### src/rtl/spi_slave.sv
// SPI responder for the 32-bit link: shifts a word in on si while shifting a preloaded word out on so.
// Everything runs on clk; sck/csn/si are oversampled through synchronizers.
module spi_slave #(
    parameter int WIDTH       = 32,
    parameter int SYNC_STAGES = 2
) (
    input  logic             clk,
    input  logic             rstn,
    input  logic             sck,
    input  logic             csn,
    input  logic             si,
    output logic             so,
    input  logic [WIDTH-1:0] tx_data,
    input  logic             tx_valid,
    output logic             tx_ready,
    output logic [WIDTH-1:0] rx_data,
    output logic             rx_valid,
    output logic             frame_err,
    output logic             tx_underrun,
    output logic             busy
);

    localparam int CNT_W = $clog2(WIDTH + 2);
    localparam logic [CNT_W-1:0] CNT_FULL = CNT_W'(WIDTH);
    localparam logic [CNT_W-1:0] CNT_SAT  = CNT_W'(WIDTH + 1);
    localparam int FLUSH_W = $clog2(SYNC_STAGES + 2);
    localparam logic [FLUSH_W-1:0] FLUSH_MAX = FLUSH_W'(SYNC_STAGES + 1);

    typedef enum logic [1:0] {
        IDLE,
        SHIFT,
        DONE
    } state_t;

    state_t state, next_state;

    logic [SYNC_STAGES-1:0] sck_sync, csn_sync, si_sync;
    logic                   sck_s, csn_s, si_s;
    logic                   sck_d, csn_d;
    logic                   fall_sck, csn_fall, csn_rise;
    logic [FLUSH_W-1:0]     flush_cnt;
    logic                   armed;

    logic [WIDTH-1:0] tx_buf, tx_shift, rx_shift;
    logic             tx_full;
    logic [CNT_W-1:0] bit_cnt;
    logic             start, shift, finish;

    assign sck_s = sck_sync[SYNC_STAGES-1];
    assign csn_s = csn_sync[SYNC_STAGES-1];
    assign si_s  = si_sync[SYNC_STAGES-1];

    assign fall_sck = sck_d & ~sck_s;
    assign csn_rise = ~csn_d & csn_s;
    // A frame only starts once csn has been seen high after reset, so a frame in flight at release is dropped.
    assign csn_fall = armed & csn_d & ~csn_s;

    assign tx_ready = ~tx_full;
    assign busy     = (state == SHIFT);

    always_ff @(posedge clk or negedge rstn) begin
        if (!rstn) begin
            sck_sync  <= '0;
            csn_sync  <= '1;
            si_sync   <= '0;
            sck_d     <= 1'b0;
            csn_d     <= 1'b1;
            flush_cnt <= '0;
            armed     <= 1'b0;
        end else begin
            sck_sync <= {sck_sync[SYNC_STAGES-2:0], sck};
            csn_sync <= {csn_sync[SYNC_STAGES-2:0], csn};
            si_sync  <= {si_sync[SYNC_STAGES-2:0], si};
            sck_d    <= sck_s;
            csn_d    <= csn_s;
            if (flush_cnt != FLUSH_MAX) begin
                flush_cnt <= flush_cnt + 1'b1;
            end else if (csn_s) begin
                armed <= 1'b1;
            end
        end
    end

    always_ff @(posedge clk or negedge rstn) begin
        if (!rstn) begin
            state <= IDLE;
        end else begin
            state <= next_state;
        end
    end

    always_comb begin
        next_state = state;
        start      = 1'b0;
        shift      = 1'b0;
        finish     = 1'b0;
        case (state)
            IDLE: begin
                if (csn_fall) begin
                    start      = 1'b1;
                    next_state = SHIFT;
                end
            end
            SHIFT: begin
                shift = fall_sck;
                if (csn_rise) begin
                    next_state = DONE;
                end
            end
            DONE: begin
                finish     = 1'b1;
                next_state = IDLE;
            end
            default: next_state = IDLE;
        endcase
    end

    always_ff @(posedge clk or negedge rstn) begin
        if (!rstn) begin
            so          <= 1'b0;
            tx_buf      <= '0;
            tx_full     <= 1'b0;
            tx_shift    <= '0;
            rx_shift    <= '0;
            rx_data     <= '0;
            bit_cnt     <= '0;
            rx_valid    <= 1'b0;
            frame_err   <= 1'b0;
            tx_underrun <= 1'b0;
        end else begin
            rx_valid    <= 1'b0;
            frame_err   <= 1'b0;
            tx_underrun <= 1'b0;

            // A word handed over in the same cycle an empty-buffer frame starts waits for the next frame.
            if (start && tx_full) begin
                tx_full <= 1'b0;
            end else if (tx_valid && !tx_full) begin
                tx_buf  <= tx_data;
                tx_full <= 1'b1;
            end

            if (start) begin
                bit_cnt  <= '0;
                rx_shift <= '0;
                if (tx_full) begin
                    tx_shift <= tx_buf;
                    so       <= tx_buf[WIDTH-1];
                end else begin
                    tx_shift    <= '0;
                    so          <= 1'b0;
                    tx_underrun <= 1'b1;
                end
            end

            if (shift) begin
                rx_shift <= {rx_shift[WIDTH-2:0], si_s};
                tx_shift <= {tx_shift[WIDTH-2:0], 1'b0};
                so       <= tx_shift[WIDTH-2];
                if (bit_cnt != CNT_SAT) begin
                    bit_cnt <= bit_cnt + 1'b1;
                end
            end

            if (finish) begin
                if (bit_cnt == CNT_FULL) begin
                    rx_data  <= rx_shift;
                    rx_valid <= 1'b1;
                end else begin
                    frame_err <= 1'b1;
                end
            end
        end
    end

endmodule
### config.mk
export PLATFORM = sky130hd
export DESIGN_NAME = spi_slave
export DESIGN_NICKNAME = d
export VERILOG_FILES = /design/src/rtl/spi_slave.sv
export SDC_FILE = /design/constraint.sdc
export NUM_CORES = 1
export LEC_CHECK = 0
export CORE_MARGIN = 2
export CORE_UTILIZATION = 41
export DETAILED_ROUTE_END_ITERATION = 7
export SYNTH_ARGS = -nofsm -noshare
export SYNTH_HDL_FRONTEND = slang
export SYNTH_SLANG_ARGS = --single-unit
### constraint.sdc
create_clock -name clk -period 2.4 [get_ports clk]
set_input_delay 0.24 -clock clk [delete_from_list [all_inputs] [get_ports clk]]
set_output_delay 0.24 -clock clk [all_outputs]
set_load 0.03 [all_outputs]
==> impl_metrics.ini <==
[placement]
hpwl_um = 8086
portBuffers = 75
globalplace.congestion = 0.7519

[route]
wire_per_inst_um = 15.36
drtIter0Drc = 397
dr.pass1.iters = 4
drtAntennaViolNets = 0
route.detailed.drc = 0
wirelength_um = 12370
num_vias = 4283
routed_via_density = 5.320

[cts]
postCtsSetupBuffers = 0
cts.path.max_buffers = 2
clock-sinks = 151
cts_made_buffers = 17
cts.clk_slew.worst_paths_ps = 60
cts_resized = 0
cts_max_level = 4
root_buffer = clkbuf_16
cts_tree = done
clk_latency_ps = 420
hold_buffers = 1

[timing]
slew-limit-headroom = 0.6032
rsz0062_at_grt = no
min_period_over_period = 0.9012
holdWs_ps = 226.3
skew_ps = 6.941
min_period_ps = 2163
tns_ps = 0
finalHoldViolCount = 0
tightest_slew_ps = 592.6
finalSetupViolations = 0
slew_violations = 0
timing.fmax_ghz = 0.4624

[yosys]
yosysWarnings = 0
synth_flop_cell = dfrtp_1
syn_area_um2 = 6304
synth-seq-area-share = 0.6000
ys_types = 39
synth-async-reset-ratio = 1.000
synth_seq_cells = 151
syn_area_per_cell_um2 = 11.78
syn_nets = 577
synthCells = 535
synth_edf_count = 0

[critical_path]
endpoint_kind = output pin
start_kind = register
cp_max_fo = 7
crit_required_ps = 2160
path_class = reg2out
arrival_ps = 1920

[die]
core_area_um2 = 15090
io_pins = 76
start_util = 0.4177
die_w_um = 128.0
rows = 45
die_h_um = 128.0
die_area_um2 = 16380

[power_and_ir_drop]
ir_drop_uv = 519.8
power_density_nw_per_um2 = 954.9
power_leakage_nw = 3.433

[global_route]
grt_max_degree = 61
grt_pass1_vias = 4287
antenna_found_initial = 0
grt_pass1_wl_um = 20900
track_usage = 0.1620
grt-ovfl-total = 0

[finish]
drive_gt1_frac = 0.2026
nNetsFinal = 646
fillerInstances = 1335
utilization = 0.5206
diodes = 0
regArea_um2 = 3782
multi_input_area_um2 = 2331
syn_to_final_growth_pct = 24.61

[flow_run]
maxCapViolations = 0

[min_path]
hold_path_class = in2reg

[status]
status = finished clean
power by group:
group | internal, W | switching, W | total [W]
Combinational | 0.000678 | 0.000737 | 0.00142
Clock | 0.00152 | 0.00104 | 0.00256
Sequential | 0.00315 | 0.000380 | 0.00353
final timing paths:
kind / slack (ps) / startpoint / to / depth (start not counted)
min in group asynchronous: 350 / rstn / rx_data[7] / 2
setup / recovery: 240 / state[1] / busy / 3
hold reg to reg: 350 / si_sync[0] / si_sync[1] / 0
max in group asynchronous: 1290 / rstn / csn_sync[0] / 3
hold / removal: 230 / csn / csn_sync[0] / 1
setup reg to reg: 490 / bit_cnt[2] / rx_data[27] / 4
registers in the layout, summed over array words and instances, names as in the netlist, 2 cells and up:
signal	count
csn_sync	2
rx_shift	32
bit_cnt	6
flush_cnt	2
tx_buf	32
si_sync	2
sck_sync	2
rx_data	32
state	2
tx_shift	31
per-layer routing:
layer  part of all wire  wire length [um]  track usage  vias to the layer above
met5                  0                 0            0                        -
met4              0.012               148      0.06464                        0
met3              0.041               508      0.03881                       14
met2               0.48              5985       0.2564                      102
met1               0.46              5725       0.2164                     2141
li1                   -                 -            -                     2026
logic make-up after synthesis:
family,count (synthesis),synth area share
flip-flops,151,0.6000
buffers and inverters,50,0.03692
AO/OA/AOI/OAI,112,0.09865
XOR/XNOR,1,0.001390
adder cells (fa/ha/maj),4,0.007940
AND/OR/NAND/NOR,150,0.1183
multiplexers,67,0.1368
metrics by stage:
step	setup slack, ps	total power [W]	cell area (um^2)	cells
detailed placement	467.7	0.004999	7279	772
CTS	206.1	0.007582	7855	805
global route	147.0	0.007911	7855	805
floorplan	843.5	0.004477	6304	535
global placement	515.6	0.004922	7279	772
finish	237.2	0.007501	7855	805
layout make-up:
cell class | instances | area share
Clock inverter | 13 | 0.01688
Sequential cell | 151 | 0.4815
Tap cell | 188 | 0.02995
Timing Repair Buffer | 93 | 0.1164
Clock buffer | 19 | 0.05511
Multi-Input combinational cell | 334 | 0.2968
Inverter | 7 | 0.003345
cells in the final DEF (no fill, tap or decap), types with 2 or more instances in the layout:
| master | instances |
|---|---|
| a21o_1 | 2 |
| buf_12 | 2 |
| clkbuf_16 | 17 |
| clkinv_4 | 2 |
| nor2b_2 | 2 |
| clkdlybuf4s50_1 | 74 |
| nand2_1 | 67 |
| clkinvlp_4 | 4 |
| clkinv_2 | 5 |
| dfrtp_1 | 148 |
| nand3_1 | 2 |
| mux2_2 | 37 |
| o211ai_1 | 2 |
| nor2_1 | 32 |
| dfstp_2 | 3 |
| o21ai_0 | 68 |
| nand2b_1 | 3 |
| inv_1 | 7 |
| ha_1 | 4 |
| mux2_4 | 29 |
| nand4_1 | 32 |
| a21oi_1 | 5 |
| bufinv_16 | 2 |
| clkbuf_1 | 2 |
| buf_4 | 15 |
| a31oi_1 | 32 |
cells in the mapped netlist (all sizes together), types with 2 or more instances:
library cell  number  area [um^2]
a31oi             32        200.2
a21o               2        15.01
clkbuf            25        96.34
dfstp              3        78.83
o21ai             68        340.3
inv                7        26.28
nand3              2        10.01
dfrtp            148         3704
mux2              66        852.1
nand2b             3        18.77
nand4             32        200.2
nor2b              3        18.77
ha                 4        50.05
o211ai             2        15.01
buf               18        110.1
a21oi              5        25.02
nor2              33        131.4
nand2             67        251.5
worst max-delay path: stages (launching register included):
cell	delay, ps
dfrtp_1	510
nand2b_1	220
inv_1	100
clkdlybuf4s50_1	670
(Power assumes the default switching activity.)
==> variant 1, RTL diff (config.mk and constraints unchanged) <==
`WIDTH`: 32 -> 64.
--- a/src/rtl/spi_slave.sv
+++ b/src/rtl/spi_slave.sv
@@ -1,7 +1,7 @@
 // SPI responder for the 32-bit link: shifts a word in on si while shifting a preloaded word out on so.
 // Everything runs on clk; sck/csn/si are oversampled through synchronizers.
 module spi_slave #(
-    parameter int WIDTH       = 32,
+    parameter int WIDTH       = 64,
     parameter int SYNC_STAGES = 2
 ) (
     input  logic             clk,
Ports: changed (resized rx_data and tx_data); port bits go from 76 to 140. The function was not compared with the original's and may differ.
==> variant 1 against the original RTL <==
- area after synthesis grew 80%
- setup slack lost 0.058 ns
- final area grew 81%
- critical path depth is the same
- hold slack lost 0.11 ns
- sequential power grew 84%
- power grew 81%
- count of clock-buffer cells in the layout grew 27
- non-clock buffer count grew 67
- synthesized cell count grew 84%
- wire length grew 81%
- core utilization grew 0.37 points
- sequential cell count grew 129
==> variant 1: results (changes against the original RTL) <==
outcome: "finished clean"
grt_max_degree: 84  # +38%
vias: 7605  # +78%
wl_met3_mm: 1.06  # +110%
final_cells: 1497  # +86%
cts_buffers: 30  # +13
antenna_cells: 0  # unchanged
tightest_slew_ns: 0.669  # +0.0769 ns
holdBufCountCts: 1  # unchanged
drive_gt1_frac: 0.186  # -0.0168
syn_avg_cell_area_um2: 11.6  # -1.7%
routed.top_layer: "met4"
grt_pass1_vias: 7527  # +76%
n_fill_cell: 2432  # +82%
ys_types: 39  # unchanged
cpPeakStageDelay_ns: 0.67  # about the same
rr_worst_depth: 4  # unchanged
first_iter_violations: 609  # +53%
hpwl_mm: 13.5  # +66%
htreeDepth: 1  # -3
cts_buffer_depth: 3  # +1
root_buffer: "clkbuf_16"
met2WireLength_mm: 9.91  # +66%
ys_top_cells_by_count: "277 x dfrtp_1, 196 x nand2_1, 80 x mux2_2"
regToRegSetupSlack_ns: 0.42  # -0.07 ns
synth_nets: 1056  # +83%
cts_resized: 0  # unchanged
seq_area_frac_synth: 0.616  # +0.0163
clk_latency_ns: 0.55  # +0.13 ns
grt_use_total: 0.158  # -0.00420
gp_congestion: 0.707  # -6.0%
power.leakage_nw: 6.38  # +86%
grt_pass1_wl_mm: 38.1  # +82%
rr_startpoint: "state[0]"
worst_r2r_endpoint: "tx_shift[58]"
dp_cells: 1440  # +87%
synth.area.top_cells: "dfrtp_1 61%, mux2_2 7.9%, mux2_4 6.5%"
clock_skew_ns: 0.0228  # +0.0159 ns
synthArstFlopShare: 1.00  # unchanged
reg.largest.list: "rx_data: 64 flops, rx_shift: 64 flops, tx_buf: 64 flops"
met1_length_mm: 11.0  # +92%
hold_path.class: "primary input to flop"
wl_mm: 22.4  # +81%
final_nets: 1175  # +82%
critPathArrivalTime_ns: 1.98  # +0.06 ns
antenna_found_initial: 0  # unchanged
ir_worst_vdd_uv: 641  # +23%
critPathTopFamily: "buffers and inverters"
place_area_um2: 13200  # +81%
port_buffers: 139  # +85%
[variant 1: cell count changes in the layout (fill, tap and decap cells not counted), sizes merged, moves of 29 or more]
cell	before	now
mux2	66	129
clkdlybuf4s50	74	138
nand3	2	67
nand4	32	3
dfrtp	148	277
nand2	67	196
nor2	33	64
a31oi	32	64
[variant 1: routing by layer]
| layer | up-vias | track usage |
|---|---|---|
| li1 | 3615 | - |
| met5 | - | 0 |
| met4 | 0 | 0.0375 |
| met1 | 3802 | 0.231 |
| met2 | 163 | 0.245 |
| met3 | 25 | 0.0287 |
[variant 1: report_power, final]
group | switching, mW | internal (mW) | leakage, nW
sequential | 0.642 | 5.87 | 3.61
combinational | 1.18 | 1.18 | 2.28
clock | 1.84 | 2.87 | 0.498
[variant 1: worst max path at each step]
stage | slack [ns] | cells past startpoint | from | end
3_5_place_dp | 0.46 | 4 | state[0] | tx_shift[35]
4_1_cts | 0.15 | 3 | state[1] | busy
6_report | 0.18 | 3 | state[1] | busy
2_1_floorplan | 0.67 | 6 | bit_cnt[1] | bit_cnt[5]
5_1_grt | 0.09 | 3 | state[1] | busy
3_3_place_gp | 0.50 | 4 | state[0] | tx_shift[33]
[variant 1: metrics by stage]
step | total power [mW] | hold slack [ns] | setup WS [ns]
3_5_place_dp | 8.98 | 0.248 | 0.461
6_report | 13.6 | 0.120 | 0.179
4_1_cts | 13.8 | 0.0980 | 0.153
2_1_floorplan | 8.16 | -0.0556 | 0.669
5_1_grt | 14.3 | 0.108 | 0.0911
3_3_place_gp | 8.87 | 0.251 | 0.497
[variant 1: area by class of cell]
cell class	count	area, µm²	share of cell area
flip-flops and latches	280	7010	0.494
multi-input cells	624	4020	0.283
repair buffers	160	1670	0.117
clock buffers	46	892	0.0628
well taps	372	465	0.0328
clock inverters	10	130	0.00916
inverters	5	18.8	0.00132
[variant 1: cells by family (layout without fill, tap and decap cells)]
| logic type | Yosys count | after routing | synth area share |
|---|---|---|---|
| AOI/OAI and AO/OA | 142 | 142 | 0.0714 |
| xor gates and xnor gates | 1 | 1 | 0.000770 |
| adders and majority gates | 4 | 4 | 0.00440 |
| buffers and inverters | 78 | 221 | 0.0324 |
| DFF | 280 | 280 | 0.616 |
| muxes | 130 | 130 | 0.145 |
| and+or+nand+nor | 347 | 347 | 0.130 |
==> variant 2, RTL diff (same flow settings) <==
Made on the original files. Encoding of `state_t`: now one-hot (3 bits for 3 states).
--- a/src/rtl/spi_slave.sv
+++ b/src/rtl/spi_slave.sv
@@ -26,10 +26,10 @@
     localparam int FLUSH_W = $clog2(SYNC_STAGES + 2);
     localparam logic [FLUSH_W-1:0] FLUSH_MAX = FLUSH_W'(SYNC_STAGES + 1);
 
-    typedef enum logic [1:0] {
-        IDLE,
-        SHIFT,
-        DONE
+    typedef enum logic [2:0] {
+        IDLE  = 3'b001,
+        SHIFT = 3'b010,
+        DONE  = 3'b100
     } state_t;
 
     state_t state, next_state;
Behaviour: no difference found for any inputs over 10 cycles, from zero or initial values and one cycle with rstn low; not proved beyond that.
==> variant 2 against the original RTL <==
- wire length shrank 6.8%
- setup slack got worse by 0.024 ns
- clock skew up 0.00073 ns
- sequential cell count grew 1
- final area down 6.0%
- power is 12% lower
- core utilization grew 1.2 points
- area after synthesis fell by 7.7%
- die area decreased by 7.5%
- synthesized cell count down 20%
- first-iteration DRC count fell by 34%
- largest cell class unchanged
==> variant 2: results (changes against the original RTL) <==
outcome: "finished clean"
vias: 3714  # -13%
n_fill_cell: 1197  # -10%
clock_area_frac: 0.0771  # +0.00508
inv_count: 5  # -2
power.leakage_nw: 3.37  # -1.8%
multi_input_gates: 243  # -27%
seq_area_frac_synth: 0.655  # +0.0547
rows: 43  # -4.4%
seq-cell-share: 0.516  # +0.0341
met2_usage: 0.250  # -0.00602
synth_nets: 470  # -19%
rr_startpoint: "state[0]"
grt_pass1_wl_mm: 19.2  # -8.2%
fin_hold_ws_ns: 0.240  # +0.0140 ns
timing.final.ws_setup_ns: 0.213  # -0.0239 ns
internal-power_mw: 5.01  # -6.2%
met2WireLength_mm: 5.38  # -10%
wl_met3_um: 681  # +34%
met3_usage: 0.0572  # +0.0184
hpwl_mm: 6.96  # -14%
place_area_um2: 6810  # -6.5%
stdcell_area_um2: 7390  # -6.0%
layout.nonclk_buf_frac: 0.120  # +0.00316
multi_input_area_share: 0.255  # -0.0421
grt_pass1_vias: 3803  # -11%
ys_top_cells_by_count: "148 x dfrtp_1, 69 x nor2_1, 58 x mux2_2"
switching_share: 0.240  # -0.0471
pre_cts_ws_ns: 0.372  # -0.0959 ns
n_all_buffers: 89  # -4.3%
dp_cells: 668  # -13%
powerSeq_mw: 3.27  # -7.4%
met1_length_mm: 5.30  # -7.4%
slew-limit-headroom: 0.629  # +0.0263
final_nets: 550  # -15%
seq_cell_count: 152  # +0.66%
pwr-share-clk: 0.387  # +0.046
grt_use_met1: 0.222  # +0.00541
nClkBuffers: 24  # +5
cp_slowest_cell: "or3b_1"
gp_congestion: 0.763  # +1.5%
synth.area.top_cells: "dfrtp_1 64%, mux2_2 11%, a22o_1 4.8%"
grt_use_total: 0.167  # +0.00454
-- variant 2: cell count changes after synthesis, moves of 7 or more --
cell	before	now
o21ai_0	68	3
nand2_1	67	6
nor2_1	32	69
a22o_1	0	32
a31oi_1	32	0
a221oi_1	0	31
nand4_1	32	2
mux2_4	29	0
mux2_2	37	58
clkbuf_1	23	9
mux2_1	0	7
-- variant 2: logic make-up after synthesis --
group / Yosys count / synth area share
adder cells (fa/ha/maj): 4 / 0.00860
XOR/XNOR: 2 / 0.00301
buffers and inverters: 33 / 0.0252
flip-flops: 152 / 0.655
AO/OA/AOI/OAI: 74 / 0.107
AND/OR/NAND/NOR: 96 / 0.0723
multiplexers: 67 / 0.129
-- variant 2: what timing repair did --
| action | in CTS | in global routing |
|---|---|---|
| endpoints found under the hold margin | 56 | 0 |
| hold buffers | 1 | 0 |
| gates resized for setup | 1 | 0 |
| setup buffers | 0 | 0 |
| endpoints found under the setup margin | 1 | 0 |
